===== src/rtl/uart_tx_arbiter.sv =====
// Round-robin arbiter that lets NREQ packet streams share a single 8N1 uart_tx.
// Grants are held for a whole packet; bytes are handed over one at a time through send_en/send_busy.
module uart_tx_arbiter #(
   parameter int NREQ         = 2,
   parameter int BUSY_TIMEOUT = 15
) (
   input  logic              clk,
   input  logic              rst_n,
   input  logic [NREQ-1:0]   req_valid_i,
   input  logic [8*NREQ-1:0] req_data_i,
   input  logic [NREQ-1:0]   req_last_i,
   output logic [NREQ-1:0]   req_ready_o,
   output logic [2:0]        grant_id_o,
   output logic              tx_send_en_o,
   output logic [7:0]        tx_send_data_o,
   input  logic              tx_send_busy_i,
   output logic              idle_o,
   output logic              err_timeout_o
);

   localparam int CW = (BUSY_TIMEOUT > 0) ? $clog2(BUSY_TIMEOUT + 1) : 1;

   typedef enum logic [2:0] {
      ST_ARB,
      ST_LOAD,
      ST_HANDOFF,
      ST_WAIT_HI,
      ST_WAIT_LO
   } state_t;

   state_t          state_q, state_d;
   logic [2:0]      grant_q, grant_d;
   logic            send_en_q, send_en_d;
   logic [7:0]      send_data_q, send_data_d;
   logic            pkt_last_q, pkt_last_d;
   logic [CW-1:0]   cnt_q, cnt_d;
   logic            err_q, err_d;

   // Lanes padded out to the 3-bit grant space so grant_q can index them directly.
   logic [7:0]      valid_pad;
   logic [7:0]      last_pad;
   logic [7:0]      data_pad [8];

   for (genvar gi = 0; gi < 8; gi++) begin : g_pad
      if (gi < NREQ) begin : g_lane
         assign valid_pad[gi] = req_valid_i[gi];
         assign last_pad[gi]  = req_last_i[gi];
         assign data_pad[gi]  = req_data_i[8*gi +: 8];
      end else begin : g_unused
         assign valid_pad[gi] = 1'b0;
         assign last_pad[gi]  = 1'b0;
         assign data_pad[gi]  = 8'h00;
      end
   end

   logic ready_ok;
   logic xfer;

   assign ready_ok = (state_q == ST_LOAD) && !tx_send_busy_i;
   assign xfer     = ready_ok && valid_pad[grant_q];

   for (genvar gi = 0; gi < NREQ; gi++) begin : g_ready
      assign req_ready_o[gi] = ready_ok && (grant_q == 3'(gi));
   end

   // Search starts one past the previous grant so nobody wins twice while another waits.
   logic       found;
   logic [2:0] pick;
   logic [3:0] idx4;

   always_comb begin
      found = 1'b0;
      pick  = grant_q;
      idx4  = 4'd0;
      for (int k = 1; k <= NREQ; k++) begin
         idx4 = {1'b0, grant_q} + 4'(k);
         if (idx4 >= 4'(NREQ)) begin
            idx4 = idx4 - 4'(NREQ);
         end
         if (!found && valid_pad[idx4[2:0]]) begin
            found = 1'b1;
            pick  = idx4[2:0];
         end
      end
   end

   always_comb begin
      state_d     = state_q;
      grant_d     = grant_q;
      send_en_d   = 1'b0;
      send_data_d = send_data_q;
      pkt_last_d  = pkt_last_q;
      cnt_d       = cnt_q;
      err_d       = err_q;
      case (state_q)
         ST_ARB: begin
            if (found) begin
               grant_d = pick;
               state_d = ST_LOAD;
            end
         end
         ST_LOAD: begin
            if (xfer) begin
               send_en_d   = 1'b1;
               send_data_d = data_pad[grant_q];
               pkt_last_d  = last_pad[grant_q];
               state_d     = ST_HANDOFF;
            end
         end
         ST_HANDOFF: begin
            cnt_d   = '0;
            state_d = ST_WAIT_HI;
         end
         ST_WAIT_HI: begin
            if (tx_send_busy_i) begin
               state_d = ST_WAIT_LO;
            end else if (cnt_q == CW'(BUSY_TIMEOUT)) begin
               err_d   = 1'b1;
               state_d = ST_WAIT_LO;
            end else begin
               cnt_d = cnt_q + 1'b1;
            end
         end
         ST_WAIT_LO: begin
            if (!tx_send_busy_i) begin
               state_d = pkt_last_q ? ST_ARB : ST_LOAD;
            end
         end
         default: state_d = ST_ARB;
      endcase
   end

   always_ff @(posedge clk or negedge rst_n) begin
      if (!rst_n) begin
         state_q     <= ST_ARB;
         grant_q     <= 3'(NREQ - 1);
         send_en_q   <= 1'b0;
         send_data_q <= 8'h00;
         pkt_last_q  <= 1'b0;
         cnt_q       <= '0;
         err_q       <= 1'b0;
      end else begin
         state_q     <= state_d;
         grant_q     <= grant_d;
         send_en_q   <= send_en_d;
         send_data_q <= send_data_d;
         pkt_last_q  <= pkt_last_d;
         cnt_q       <= cnt_d;
         err_q       <= err_d;
      end
   end

   assign grant_id_o     = grant_q;
   assign tx_send_en_o   = send_en_q;
   assign tx_send_data_o = send_data_q;
   assign err_timeout_o  = err_q;
   assign idle_o         = (state_q == ST_ARB) && !tx_send_busy_i;

endmodule


===== config.mk =====
export PLATFORM = sky130hd
export DESIGN_NAME = uart_tx_arbiter
export DESIGN_NICKNAME = d
export VERILOG_FILES = /design/src/rtl/uart_tx_arbiter.sv
export SDC_FILE = /design/constraint.sdc
export NUM_CORES = 1
export LEC_CHECK = 0
export BUFFER_PORTS_ARGS = -buffer_cell sky130_fd_sc_hd__buf_2
export CAP_MARGIN = 20
export CORE_ASPECT_RATIO = 0.5
export CORE_MARGIN = 2
export CORE_UTILIZATION = 30
export CTS_CLUSTER_SIZE = 14
export DETAILED_ROUTE_END_ITERATION = 10
export GPL_ROUTABILITY_DRIVEN = 0
export GPL_TIMING_DRIVEN = 0
export PLACE_DENSITY_LB_ADDON = 0.15
export SLEW_MARGIN = 0
export SYNTH_ARGS = -nofsm -noshare
export SYNTH_HDL_FRONTEND = slang
export SYNTH_SLANG_ARGS = --single-unit
export TNS_END_PERCENT = 10

===== constraint.sdc =====
create_clock -name clk -period 3.35 [get_ports clk]
set_input_delay 0.5025 -clock clk [delete_from_list [all_inputs] [get_ports clk]]
set_output_delay 0.5025 -clock clk [all_outputs]
set_load 0.02 [all_outputs]

==> impl_results.md, run 1 <==
- Final Util: about two fifths
- Buffers & Inverters on Critical Path: 4
- Minimum clock period: approximately 2.8 ns
- CTS tree: done
- Total gr overflow: 0
- Die area: 4570 µm²
- Max_slew headroom: roughly 54%
- Delay-heaviest family, CP: buffers and inverters
- Most common cell after layout, fill and taps aside: buf_2
- Row count: 16
- Worst hold path type: in2async
- Layout area overhead: 25.1%
- Clock Path Buffers: 2
- H-tree depth: 1
- # fillers: 420
- Die Y: roughly 49 µm
- Worst R2R End: grant_id_o[2]
- Top_reg_cell synth: dfrtp_1
- Reg2Reg Setup Slack: 0.56 ns
- Fin worst setup slack: 0.540 ns
- Post-CTS Hold Fix Bufs: 0
- Skew-Pair Late Insertion Delay: between 0.2 and 0.3 ns
- Wirelength, routed: around 2500 µm
- RSZ-0062 raised after global routing: no
- Max IR drop VDD: ~250 µV
- Largest net degree at the start of global routing: 22
- Slowest stage cell on the critical path: buf_1
- CTS Root Cell: clkbuf_8
- Power Dens Cells: between 800 and 900 nW/µm²
- CORE AREA: between 3000 and 4000 µm²
- Finished Cell Area: around 1500 µm²
- TritonCTS Buffers: 3
- IO buf count: 38
- Total track usage: 11.7%
- Worst Path Max Fanout: 10
- Final Hold Viols: 0
- Largest cells by area after synthesis: dfrtp_1 (41%), mux2i_1 (9.1%), ha_1 (7.3%), nor2_1 (7.2%), a21oi_1 (4.6%)
- Wire length of the first global-routing pass: approximately 4300 µm
- # diodes: 0
- Reg2reg start: grant_id_o[0]
- Max cap viols: 0
- Max stage delay on crit path: roughly 0.57 ns
- Fmax: ~360 MHz
- Synth Cell Area: between 1000 and 1500 µm²
- Crit path capture type: output port
- Remaining DRCs: 0
- Initial antenna violation count: 0
- DRT antenna net count: 0
- Post-CTS Setup Bufs: 0
- Status: complete, no violations
- DR WL/cell: between 10 and 15 µm
- Clock Sinks: 21
- Initial Util: between 30% and 40%
- Critical path class: reg2out
- Vias in the first global route: between 900 and 1000
- EDFF count, synth: 0
- Num ports: 39
- Setup Total Neg Slack: 0 ns
- DP Worst Slack: 0.521 ns
- Worst Skew: 0.00360 ns
- Yosys reg bits: 21
- Critical path startpoint category: flop
- Yosys warnings: 0
- Worst Path Required: about 2.9 ns
- Worst Reg-to-Reg Cells: 9
- Share of async-settable or async-resettable flops after synthesis: 100%
- Commonest non-fill, non-tap cells in the layout: buf_2 (39), nor2_1 (23), dfrtp_1 (20), mux2i_1 (11), a21oi_1 (11)
- Post-synth top area share: between 40% and 50%
- Post-DP Area: roughly 1500 µm²
- Vias per cell: 4.52
- Post-CTS Resized: 0
- Worst-path clk slew: 0.07 ns
- Finish-stage setup viols: 0
- 1st-pass router iterations: 4
- Worst setup path start: grant_id_o[0]
- Chip Width: about 94 µm
- Period utilization: a little over four fifths
- Synth unique cells: 37
- DP Wirelength: around 1900 µm
- Vias post-DR: between 900 and 1000
- Final nets: about 190
- Worst-path cell chain: clkbuf_1, buf_1, inv_1, ha_1, and2_1, buf_2
- Register area share after synthesis: about 44%
- Pins Over Slew Limit: 0
- Critical Path AT: between 2 and 2.5 ns
- Pleak: between 0.7 and 0.8 nW
- Syn Inst Count: 120
- Avg Inst Size Synth: just over 10 µm²
- Layout cells sized above 1: 31.5%
- 1st-iter DRT viols: 28
- Post-synth top area cell: dfrtp_1
- Worst-margin pin slew: ~0.70 ns
- Post-Syn Nets: 150
==> cells by family (layout without fill, tap and decap cells) <==
kind of cell | count (synthesis) | in the layout | synth area share [%]
DFF | 21 | 21 | 43.7
muxes | 12 | 12 | 10.1
and+or+nand+nor | 42 | 42 | 18.7
AOI/OAI and AO/OA | 25 | 25 | 14.0
xor gates and xnor gates | 3 | 3 | 2.18
adders and majority gates | 7 | 7 | 7.26
buffers and inverters | 10 | 52 | 4.15
==> metal layers <==
layer	part of all wire (%)	GRT usage, %
met1	53	16.1
met2	43	18.6
met3	3.7	3.25
met4	0	2.90
met5	0	0
==> power by group <==
part,total [mW],switching [mW],internal [mW]
registers,0.437,0.0734,0.364
logic,0.655,0.374,0.281
clock network,0.161,0.0767,0.0845
==> Yosys cell counts (2+ instances only) <==
cell and instances:
a22o_1 3, nor3_1 2, clkbuf_1 2, xnor2_1 2
inv_1 4, ha_1 7, mux2i_1 11, or3_1 2
dfrtp_1 20, a21oi_1 11, nor3b_1 2, nor2_1 23
o21ai_0 2, and2_1 2, nand3_1 5
==> stage by stage <==
step	power, mW	std cells	hold slack (ns)
2_1_floorplan	0.925	120	0.207
3_3_place_gp	1.10	212	0.451
3_5_place_dp	1.11	212	0.459
4_1_cts	1.28	216	0.206
5_1_grt	1.37	216	0.222
6_report	1.25	216	0.195
==> area by class of cell <==
type | count | area, µm² | area share [%]
Clock buffer | 4 | 45.0 | 2.99
Inverter | 4 | 15.0 | 0.995
Tap cell | 54 | 67.6 | 4.48
Sequential cell | 21 | 527 | 34.9
Timing Repair Buffer | 38 | 190 | 12.6
Buffer | 6 | 35.0 | 2.32
Multi-Input combinational cell | 89 | 629 | 41.7
==> worst max path at each step <==
stage	slack, ns	end	cells past startpoint
after floorplan	0.80	grant_id_o[1]	9
after global placement	0.52	grant_id_o[1]	9
after detailed placement	0.52	grant_id_o[1]	9
after CTS	0.47	req_ready_o[0]	6
after global routing	0.26	grant_id_o[1]	9
final	0.54	req_ready_o[0]	6
==> flip-flops by register name, indices dropped and copies added, names as in the netlist <==
register	count
tx_send_data_o	8
cnt_q	4
grant_id_o	3
state_q	3
err_timeout_o	1
pkt_last_q	1
tx_send_en_o	1
==> worst register-to-register path: stages, from the launching register on <==
cell and delay [ns]:
dfstp_2 0.55, clkbuf_1 0.21, buf_1 0.57, inv_1 0.18
ha_1 0.26, nor3b_1 0.22, xnor2_1 0.08, or3_1 0.34
a21oi_1 0.20, nor2_1 0.06
Note: power is estimated with default switching activity, not from simulation.
==> inputs of run 2 (changes only) <==
Clock period 3.35 ns to 2.33 ns, I/O delays scaled along.
==> impl_results.md, run 2 (same netlist as run 1, synthesis figures left out) <==
- Status: complete, no violations
- DP Wirelength: ~1900 µm
- Vias in the first global route: ~900
- Period utilization: between 90% and 100%
- Finished Cell Area: 1520 µm²
- Slowest stage cell on the critical path: dfstp_2
- Chip Width: 93.7 µm
- Final nets: 192
- Met1 WL: roughly 1300 µm
- Delay-heaviest family, CP: simple AND/OR/NAND/NOR gates
- Post-Place Cells: 212
- Worst Reg-to-Reg Cells: 8
- Reg2reg start: grant_id_o[0]
- Row count: 16
- Worst R2R End: grant_id_o[2]
- Reg2Reg Setup Slack: around 0.18 ns
- # diodes: 0
- Setup Total Neg Slack: 0 ns
- Clock Sinks: 21
- Post-DP Area: between 1000 and 1500 µm²
- Pins Over Slew Limit: 0
- Final Util: 39.1%
- Initial antenna violation count: 0
- Critical path startpoint category: flop
- DR WL/cell: 11.6 µm
- Commonest non-fill, non-tap cells in the layout: buf_2 (39), nor2_1 (23), dfrtp_1 (20), mux2i_1 (11), a21oi_1 (10)
- Wirelength, routed: ~2500 µm
- Initial Util: a little under a third
- Final Hold Viols: 0
- Total gr overflow: 0
- Met2 wire length: approximately 1100 µm
- Worst hold path type: in2async
- DP Worst Slack: -0.196 ns
- Max cap viols: 0
- CTS Root Cell: clkbuf_8
- Layout area overhead: 25.8%
- # fillers: ~400
- Power Dens Cells: approximately 1200 nW/µm²
- Skew-Pair Late Insertion Delay: between 0.2 and 0.3 ns
- Layout cells sized above 1: approximately a third
- Largest net degree at the start of global routing: 22
- Top Metal Used: met3
- Metal3 WL: 90 µm
- 1st-iter DRT viols: 38
- Clock Path Buffers: 2
- Vias per cell: between 4 and 5
- Buffers & Inverters on Critical Path: 2
- Critical Path AT: roughly 2.3 ns
- Power, Total: ~1.8 mW
- Worst-path cell chain: buf_6, inv_1, ha_1, nor3b_1, xnor2_1, or3_1, a21oi_2, nor2_1
- TritonCTS Buffers: 3
- Total track usage: 11.5%
- IO buf count: 38
- Post-CTS Setup Bufs: 0
- Crit path capture type: flop
- Remaining DRCs: 0
- Most common cell after layout, fill and taps aside: buf_2
- Finish-stage setup viols: 0
- H-tree depth: 1
- Post-CTS Hold Fix Bufs: 0
- Max stage delay on crit path: ~0.62 ns
- Wire length of the first global-routing pass: roughly 4200 µm
- Critical path class: reg2reg
- Worst Path Max Fanout: 10
- Pleak: 0.756 nW
- Worst-path clk slew: about 0.08 ns
- Die area: around 4600 µm²
- Vias post-DR: approximately 1000
- CTS tree: done
- Worst Path Required: about 2.5 ns
- Largest register FFs: 8
- Max_slew headroom: between 50% and 60%
- RSZ-0062 raised after global routing: no
- Fin worst setup slack: roughly 0.18 ns
- CORE AREA: a little under 4000 µm²
- Num ports: 39
- Minimum clock period: between 2 and 2.5 ns
- Hold_ws: ~0.032 ns
- DRT antenna net count: 0
- 1st-pass router iterations: 3
- Die Y: around 49 µm
- Worst Skew: between 0.007 and 0.008 ns
- Worst-margin pin slew: between 0.6 and 0.7 ns
- Max IR drop VDD: slightly below 400 µV
- Fmax: approximately 470 MHz
- Cell Count, Final, Fillers Out: ~220
run 2: cell types whose count changed in the layout (fill, tap and decap cells not counted), sizes merged:
cell,previous run,this run
clkinv,0,1
clkbuf,6,4
run 2: power by group:
group | leakage [nW] | internal, mW | switching (mW) | total, mW
logic | 0.484 | 0.415 | 0.530 | 0.945
registers | 0.247 | 0.524 | 0.119 | 0.642
clock network | 0.0255 | 0.119 | 0.115 | 0.234
total | 0.756 | 1.06 | 0.763 | 1.82
run 2: worst max path at each step:
stage               depth (start not counted)          start  slack [ns]             to
floorplan                                   9  grant_id_o[0]        0.01  grant_id_o[1]
global placement                            9  grant_id_o[0]       -0.17  grant_id_o[2]
detailed placement                          9  grant_id_o[0]       -0.20  grant_id_o[2]
CTS                                         8  grant_id_o[0]        0.14  grant_id_o[2]
global route                                8  grant_id_o[0]        0.03  grant_id_o[1]
finish                                      8  grant_id_o[0]        0.18  grant_id_o[2]
run 2: repair_timing:
| item | 4_1_cts | 5_1_grt |
|---|---|---|
| endpoints found under the setup margin | 4 | 2 |
| resized for setup | 2 | 1 |
| pin swaps | 0 | 0 |
run 2: area by class of cell:
class	count	area, µm²	area share [%]
plain buffers	5	38.8	2.56
clock buffers	3	41.3	2.72
clock inverters	1	5.00	0.330
inverters	4	15.0	0.989
multi-input cells	89	633	41.7
flip-flops and latches	21	527	34.7
well taps	54	67.6	4.45
repair buffers	38	190	12.5
run 2: routing by layer:
metal	track usage, %	vias up
met5	0	-
met4	2.17	0
met3	2.94	0
met2	18.1	19
met1	16.2	477
li1	-	509
